$ cat src/rtl/display_demultiplex_pkg.sv
// Shared constants for reading back the multiplexed 7-segment display bus.
package display_demultiplex_pkg;

   // Digits on the multiplexed bus, one cathode line each.
   localparam int unsigned NUM_DIGITS = 8;

   // Segment patterns, bit0 = a .. bit6 = g, active high.
   localparam logic [6:0] SEG_0     = 7'h3F;
   localparam logic [6:0] SEG_1     = 7'h06;
   localparam logic [6:0] SEG_2     = 7'h5B;
   localparam logic [6:0] SEG_3     = 7'h4F;
   localparam logic [6:0] SEG_4     = 7'h66;
   localparam logic [6:0] SEG_5     = 7'h6D;
   localparam logic [6:0] SEG_6     = 7'h7D;
   localparam logic [6:0] SEG_7     = 7'h07;
   localparam logic [6:0] SEG_8     = 7'h7F;
   localparam logic [6:0] SEG_9     = 7'h6F;
   localparam logic [6:0] SEG_A     = 7'h77;
   localparam logic [6:0] SEG_B     = 7'h7C;
   localparam logic [6:0] SEG_C     = 7'h39;
   localparam logic [6:0] SEG_D     = 7'h5E;
   localparam logic [6:0] SEG_E     = 7'h79;
   localparam logic [6:0] SEG_F     = 7'h71;
   localparam logic [6:0] SEG_BLANK = 7'h00;

   typedef enum logic [1:0] {
      StIdle,
      StSettle,
      StHold
   } state_e;

   // Clock cycles that make up the stall timeout.
   function automatic int unsigned timeout_cycles(input int unsigned clock_hz,
                                                  input int unsigned timeout_us);
      return (clock_hz / 1_000_000) * timeout_us;
   endfunction

endpackage

$ cat src/rtl/seg7_reverse_decoder.sv
// Inverse of the 7-segment decoder: segment pattern back to a hex nibble.
module seg7_reverse_decoder
   import display_demultiplex_pkg::*;
(
   input  logic [6:0] i_segments,
   output logic [3:0] o_nibble,
   output logic       o_blank,
   output logic       o_invalid
);

   // Pattern lookup; dark digit reads as 0 without flagging an error.
   always_comb begin
      o_nibble  = 4'h0;
      o_blank   = 1'b0;
      o_invalid = 1'b0;
      case (i_segments)
         SEG_0:     o_nibble = 4'h0;
         SEG_1:     o_nibble = 4'h1;
         SEG_2:     o_nibble = 4'h2;
         SEG_3:     o_nibble = 4'h3;
         SEG_4:     o_nibble = 4'h4;
         SEG_5:     o_nibble = 4'h5;
         SEG_6:     o_nibble = 4'h6;
         SEG_7:     o_nibble = 4'h7;
         SEG_8:     o_nibble = 4'h8;
         SEG_9:     o_nibble = 4'h9;
         SEG_A:     o_nibble = 4'hA;
         SEG_B:     o_nibble = 4'hB;
         SEG_C:     o_nibble = 4'hC;
         SEG_D:     o_nibble = 4'hD;
         SEG_E:     o_nibble = 4'hE;
         SEG_F:     o_nibble = 4'hF;
         SEG_BLANK: o_blank  = 1'b1;
         default:   o_invalid = 1'b1;
      endcase
   end

endmodule

$ cat src/rtl/display_demultiplex.sv
// Rebuilds the displayed hex value, decimal points and blanking from the
// multiplexed cathode/segment bus. Bus inputs are asynchronous to Clock.
module display_demultiplex
   import display_demultiplex_pkg::*;
#(
   parameter int unsigned CLOCK_HZ      = 10_000_000,
   parameter int unsigned SETTLE_CYCLES = 4,
   parameter int unsigned TIMEOUT_US    = 10_000
) (
   input  logic        Clock,
   input  logic        Reset,
   input  logic [7:0]  Cathodes_i,
   input  logic [7:0]  Segments_i,
   output logic [31:0] Data_o,
   output logic [7:0]  DecimalPoints_o,
   output logic [7:0]  Blank_o,
   output logic        Valid_o,
   output logic        FrameError_o,
   output logic        Stalled_o
);

   localparam logic [7:0]  SettleTarget = 8'(SETTLE_CYCLES);
   localparam logic [31:0] TimeoutLimit = 32'(timeout_cycles(CLOCK_HZ, TIMEOUT_US));

   logic [7:0]  r_cath_meta, r_cath_sync;
   logic [7:0]  r_seg_meta, r_seg_sync;
   logic [7:0]  r_seg_prev;
   logic [7:0]  r_sel;
   logic [7:0]  r_settle_cnt;
   state_e      r_state;

   logic [31:0] r_data;
   logic [7:0]  r_dp;
   logic [7:0]  r_blank;
   logic [7:0]  r_mask;
   logic        r_err;
   logic        r_publish;
   logic [31:0] r_to_cnt;

   logic        w_stable;
   logic        w_sample;
   logic [7:0]  w_mask_base;
   logic [7:0]  w_mask_next;
   logic [3:0]  w_nibble;
   logic        w_blank;
   logic        w_invalid;

   seg7_reverse_decoder u_decoder (
      .i_segments (r_seg_sync[6:0]),
      .o_nibble   (w_nibble),
      .o_blank    (w_blank),
      .o_invalid  (w_invalid)
   );

   // Two-flop synchronizers for both bus groups.
   always_ff @(posedge Clock or negedge Reset) begin
      if (!Reset) begin
         r_cath_meta <= '0;
         r_cath_sync <= '0;
         r_seg_meta  <= '0;
         r_seg_sync  <= '0;
      end else begin
         r_cath_meta <= Cathodes_i;
         r_cath_sync <= r_cath_meta;
         r_seg_meta  <= Segments_i;
         r_seg_sync  <= r_seg_meta;
      end
   end

   // Stability check and sample strobe; mask restarts on the publish cycle.
   always_comb begin
      w_stable    = (r_cath_sync == r_sel) && (r_seg_sync == r_seg_prev);
      w_sample    = (r_state == StSettle) && w_stable && (r_settle_cnt == SettleTarget);
      w_mask_base = r_publish ? 8'h00 : r_mask;
      w_mask_next = w_mask_base | r_sel;
   end

   // Digit-select FSM: wait for one-hot cathode, settle, sample once, hold.
   always_ff @(posedge Clock or negedge Reset) begin
      if (!Reset) begin
         r_state      <= StIdle;
         r_sel        <= '0;
         r_settle_cnt <= '0;
         r_seg_prev   <= '0;
      end else begin
         r_seg_prev <= r_seg_sync;
         unique case (r_state)
            StIdle: begin
               if ($onehot(r_cath_sync)) begin
                  r_state      <= StSettle;
                  r_settle_cnt <= 8'd1;
                  r_sel        <= r_cath_sync;
               end
            end
            StSettle: begin
               if (!w_stable) begin
                  r_settle_cnt <= 8'd1;
                  r_sel        <= r_cath_sync;
                  if (!$onehot(r_cath_sync)) begin
                     r_state <= StIdle;
                  end
               end else if (w_sample) begin
                  r_state <= StHold;
               end else begin
                  r_settle_cnt <= r_settle_cnt + 8'd1;
               end
            end
            StHold: begin
               // Leaving a digit is evaluated like IDLE in the same cycle.
               if (r_cath_sync != r_sel) begin
                  r_sel        <= r_cath_sync;
                  r_settle_cnt <= 8'd1;
                  r_state      <= $onehot(r_cath_sync) ? StSettle : StIdle;
               end
            end
            default: r_state <= StIdle;
         endcase
      end
   end

   // Per-digit capture and frame accumulation.
   always_ff @(posedge Clock or negedge Reset) begin
      if (!Reset) begin
         r_data    <= '0;
         r_dp      <= '0;
         r_blank   <= '0;
         r_mask    <= '0;
         r_err     <= 1'b0;
         r_publish <= 1'b0;
      end else begin
         r_publish <= w_sample && (w_mask_next == 8'hFF);
         if (w_sample) begin
            for (int n = 0; n < NUM_DIGITS; n++) begin
               if (r_sel[n]) begin
                  r_data[4*n +: 4] <= w_nibble;
                  r_dp[n]          <= r_seg_sync[7];
                  r_blank[n]       <= w_blank;
               end
            end
            r_mask <= w_mask_next;
            r_err  <= (r_publish ? 1'b0 : r_err) | w_invalid;
         end else if (r_publish) begin
            r_mask <= '0;
            r_err  <= 1'b0;
         end
      end
   end

   // Publish a completed frame; outputs hold until the next one.
   always_ff @(posedge Clock or negedge Reset) begin
      if (!Reset) begin
         Data_o          <= '0;
         DecimalPoints_o <= '0;
         Blank_o         <= '0;
         FrameError_o    <= 1'b0;
         Valid_o         <= 1'b0;
      end else begin
         Valid_o <= r_publish;
         if (r_publish) begin
            Data_o          <= r_data;
            DecimalPoints_o <= r_dp;
            Blank_o         <= r_blank;
            FrameError_o    <= r_err;
         end
      end
   end

   // Stall watchdog: saturating cycle count since the last digit sample.
   always_ff @(posedge Clock or negedge Reset) begin
      if (!Reset) begin
         r_to_cnt  <= '0;
         Stalled_o <= 1'b0;
      end else begin
         if (w_sample) begin
            r_to_cnt <= '0;
         end else if (r_to_cnt != TimeoutLimit) begin
            r_to_cnt <= r_to_cnt + 32'd1;
         end
         Stalled_o <= (r_to_cnt == TimeoutLimit);
      end
   end

endmodule

$ cat config.mk
export PLATFORM = sky130hd
export DESIGN_NAME = display_demultiplex
export DESIGN_NICKNAME = d
export VERILOG_FILES = /design/src/rtl/display_demultiplex_pkg.sv /design/src/rtl/seg7_reverse_decoder.sv /design/src/rtl/display_demultiplex.sv
export SDC_FILE = /design/constraint.sdc
export NUM_CORES = 1
export LEC_CHECK = 0
export ABC_AREA = 1
export BUFFER_PORTS_ARGS = -buffer_cell sky130_fd_sc_hd__buf_2
export CAP_MARGIN = 20
export CORE_MARGIN = 3
export CORE_UTILIZATION = 35
export DETAILED_ROUTE_END_ITERATION = 12
export GPL_TIMING_DRIVEN = 0
export HOLD_SLACK_MARGIN = 0.08
export PLACE_DENSITY = 0.49
export SLEW_MARGIN = 25
export SYNTH_ARGS = -nofsm -noshare
export SYNTH_HDL_FRONTEND = slang
export SYNTH_SLANG_ARGS = --single-unit
$ cat constraint.sdc
create_clock -name Clock -period 5.25 [get_ports Clock]
set_clock_uncertainty 0.05 [all_clocks]
set_input_delay 0.525 -clock Clock [delete_from_list [all_inputs] [get_ports Clock]]
set_output_delay 0.525 -clock Clock [all_outputs]
set_load 0.02 [all_outputs]
==> flow_metrics.py <==
metrics = {
    "status": {
        "status": "completed",
    },
    "clocking": {
        "clockBufferDepth": 2,
        "worstSkewPairLatency_ns": 0.44,
        "worst_setup_hold_path_clk_slew_ns": 0.08,
        "cts_sinks": 199,
        "count_of_hold_buffers_inserted_by_post_cts_repair": 1,
        "numCtsBuffers": 17,
        "cts_htree_levels": 4,
        "post_cts_gate_resize_count": 0,
        "clock_tree.root_cell": "clkbuf_16",
        "tritoncts": "built",
        "post-cts-setup-buffer-count": 0,
    },
    "critical_path": {
        "rr_startpoint": "r_cath_sync[0]",
        "crit_type": "reg2reg",
        "reg2reg_setup_slack_ns": 1.04,
        "r2r_cells": 18,
        "end_kind": "flip-flop",
        "arrival_ns": 4.52,
        "crit_required_ns": 5.55,
        "critPathMaxFanout": 10,
        "worstReg2RegEnd": "r_sel[4]",
        "critical_path.startpoint_type": "flip-flop",
    },
    "grt": {
        "maximum_number_of_pins_on_one_net_before_global_route_repair": 78,
        "via_count_of_the_first_global_routing_pass": 6384,
        "grt.total_usage": 0.157,
        "grt_pass1_wl_um": 33200,
        "grt_antenna_before_repair": 0,
        "global_route.overflow_total": 0,
    },
    "logic_synthesis": {
        "yosys_register_bits": 199,
        "yosys.cell_count.top_type": "nand2_1",
        "syn-instance-count": 1013,
        "ys_async_sr_fraction": 1.00,
        "synth_flop_cell": "dfrtp_1",
        "synthDominantCellAreaShare": 0.577,
        "mappedNetlistArea_mm2": 0.00863,
        "synth-warning-count": 0,
        "post_synth.cell_area_avg_um2": 8.52,
        "syn-num-nets": 1042,
        "synth.lib_cells_used.distinct": 29,
        "synthTopCellsByCount": "377 x nand2_1, 199 x dfrtp_1, 96 x nor2_1",
        "synth.area.top_cells": "dfrtp_1 58%, nand2_1 16%, nor2_1 4.2%, inv_1 3.8%, o21ai_0 3.1%",
        "synth_enable_flop_cells": 0,
        "synthDominantAreaCellType": "dfrtp_1",
        "synth_seq_area_share": 0.577,
    },
    "timing": {
        "rsz0062_at_grt": "false",
        "setup-tns-final_ns": 0,
        "timing.slew.headroom": 0.547,
        "final-max-slew-violation-count": 0,
        "post-route-period-util": 0.803,
        "hold_viol": 0,
        "max_freq_mhz": 237,
        "worstMarginPinSlew_ns": 0.678,
        "timing.final.setup_violations": 0,
        "layout_min_cycle_time_ns": 4.21,
    },
    "drt": {
        "drt_iter0_markers": 419,
        "via_count": 6477,
        "drc_errors": 0,
        "via_per_inst": 4.51,
        "drt_first_pass_iters": 4,
        "antenna_left": 0,
        "wire_per_inst_um": 13.6,
        "total_length_of_routed_wires_um": 19500,
    },
    "hold_path": {
        "hp-start": "Cathodes_i[6]",
        "count_of_cells_along_the_worst_hold_path": 1,
        "whs_endpoint": "r_cath_meta[6]",
        "hold_path.class": "in2reg",
    },
    "pwr": {
        "static-leakage-power_uw": 0.00516,
        "pwr_density_cell_mw_per_mm2": 340,
        "vdd_ir_drop_max_uv": 200,
    },
    "final_layout": {
        "finalCoreUtilization": 0.423,
        "filler_cell_count": 2474,
        "number_of_nets_in_the_final_layout": 1132,
        "num_antenna_cells": 0,
        "area_growth_pct": 16.8,
        "drive_gt1_frac": 0.118,
    },
    "die": {
        "fp.dieW_um": 163,
        "core.rowCount": 56,
        "num_io_pins": 69,
        "die_area_mm2": 0.0266,
        "effective_utilization_at_floorplan": 0.362,
        "placeableCoreArea_mm2": 0.0238,
        "die_height_um": 163,
    },
    "placement": {
        "gpl.final_weighted_congestion": 0.827,
        "numPortBuffers": 68,
        "dp.final_hpwl_um": 14000,
    },
    "job": {
        "max_cap_violations": 0,
    },
}
## critical path, stage by stage (launching register included)
cell and delay [ns]:
dfrtp_1 0.38, inv_1 0.09, fa_1 0.56, fa_1 0.44
fa_1 0.44, inv_1 0.07, ha_1 0.16, inv_1 0.06
fa_1 0.37, nor2_1 0.09, nand2_1 0.06, nand2_1 0.05
nand4_1 0.15, nand3_1 0.11, nand2_1 0.12, nor2_4 0.24
nand2_1 0.26, buf_2 0.25, o21ai_0 0.18
## cell usage in the layout, fill, tap and decap left out, types with 2 or more instances in the layout
cell / synthesis / routed
ha_1: 7 / 7
a31oi_1: 3 / 3
inv_6: 0 / 4
nand3_2: 2 / 2
inv_8: 0 / 2
nor3b_1: 4 / 4
xnor2_1: 8 / 8
clkbuf_16: 0 / 17
clkbuf_1: 13 / 13
o21ai_2: 4 / 4
xor2_1: 12 / 12
a21oi_1: 8 / 8
nor2_4: 2 / 2
fa_1: 4 / 4
inv_2: 2 / 2
buf_6: 3 / 3
o21ai_0: 53 / 53
nand3_1: 51 / 51
nand2_1: 377 / 377
nor4_1: 3 / 3
clkinv_8: 0 / 4
inv_1: 87 / 87
nor2_1: 96 / 96
o2111ai_1: 2 / 2
buf_2: 12 / 79
buf_16: 0 / 2
nor3_1: 41 / 40
nand4_1: 15 / 15
dfrtp_1: 199 / 199
inv_12: 0 / 4
## cell type report
cell class / count / area, um2 / share of cell area
buffer: 29 / 150 / 0.0149
clock buffer: 17 / 425 / 0.0422
clock inverter: 15 / 208 / 0.0206
inverter: 90 / 338 / 0.0335
multi-input combinational: 695 / 3160 / 0.314
sequential: 199 / 4980 / 0.494
tap: 319 / 399 / 0.0396
timing repair buffer: 71 / 415 / 0.0412
## per-layer routing
metal | global-route usage | part of all wire | vias up
li1 | - | - | 3379
met1 | 0.223 | 0.50 | 3006
met2 | 0.249 | 0.46 | 77
met3 | 0.0323 | 0.029 | 15
met4 | 0.0334 | 0.0090 | 0
met5 | 0 | 0 | -
## how the worst max path moves through the flow
| stage | startpoint | end | slack, ns | depth (start not counted) |
|---|---|---|---|---|
| after floorplan | r_cath_sync[0] | r_sel[6] | 1.62 | 19 |
| after global placement | Reset | r_to_cnt[30] | 0.08 | 1 |
| after detailed placement | r_cath_sync[0] | r_sel[6] | 1.0 | 19 |
| after CTS | r_cath_sync[0] | r_sel[6] | 0.98 | 19 |
| after global routing | r_cath_sync[0] | r_sel[5] | 0.74 | 18 |
| final | r_cath_sync[0] | r_sel[4] | 1.04 | 18 |
## cells by family after synthesis
| family | count (synthesis) | share of synthesized area |
|---|---|---|
| buffers and inverters | 119 | 0.0566 |
| AND/OR/NAND/NOR | 594 | 0.283 |
| flip-flops | 199 | 0.577 |
| adder cells (fa/ha/maj) | 11 | 0.0194 |
| AO/OA/AOI/OAI | 70 | 0.0437 |
| XOR/XNOR | 20 | 0.0203 |
## flip-flops by register name, summed over array words and instances, names as in the netlist
| signal | count |
|---|---|
| Data_o | 32 |
| r_data | 32 |
| r_to_cnt | 32 |
| Blank_o | 8 |
| DecimalPoints_o | 8 |
| r_blank | 8 |
| r_cath_meta | 8 |
| r_cath_sync | 8 |
| r_dp | 8 |
| r_mask | 8 |
| r_seg_meta | 8 |
| r_seg_prev | 8 |
| r_seg_sync | 8 |
| r_sel | 8 |
| r_settle_cnt | 8 |
| r_state | 2 |
| FrameError_o | 1 |
| Stalled_o | 1 |
| Valid_o | 1 |
| r_err | 1 |
| r_publish | 1 |
## metrics by stage
stage	cells	power (uW)	hold slack [ns]	setup slack [ns]	instance area, um2
2_1_floorplan	1013	1930	0.179	1.62	8630
3_3_place_gp	1400	2080	0.284	0.0781	9370
3_5_place_dp	1402	2080	0.285	0.998	9440
4_1_cts	1435	3490	0.111	0.978	10100
5_1_grt	1435	3620	0.113	0.738	10100
6_report	1435	3430	0.134	1.04	10100
## power by group
| part | internal, uW | switching, uW | leakage, uW | total (uW) |
|---|---|---|---|---|
| combinational | 120 | 264 | 0.00220 | 384 |
| sequential | 1590 | 69.0 | 0.00265 | 1660 |
| clock | 670 | 716 | 0.000306 | 1390 |
(Power assumes the default switching activity.)
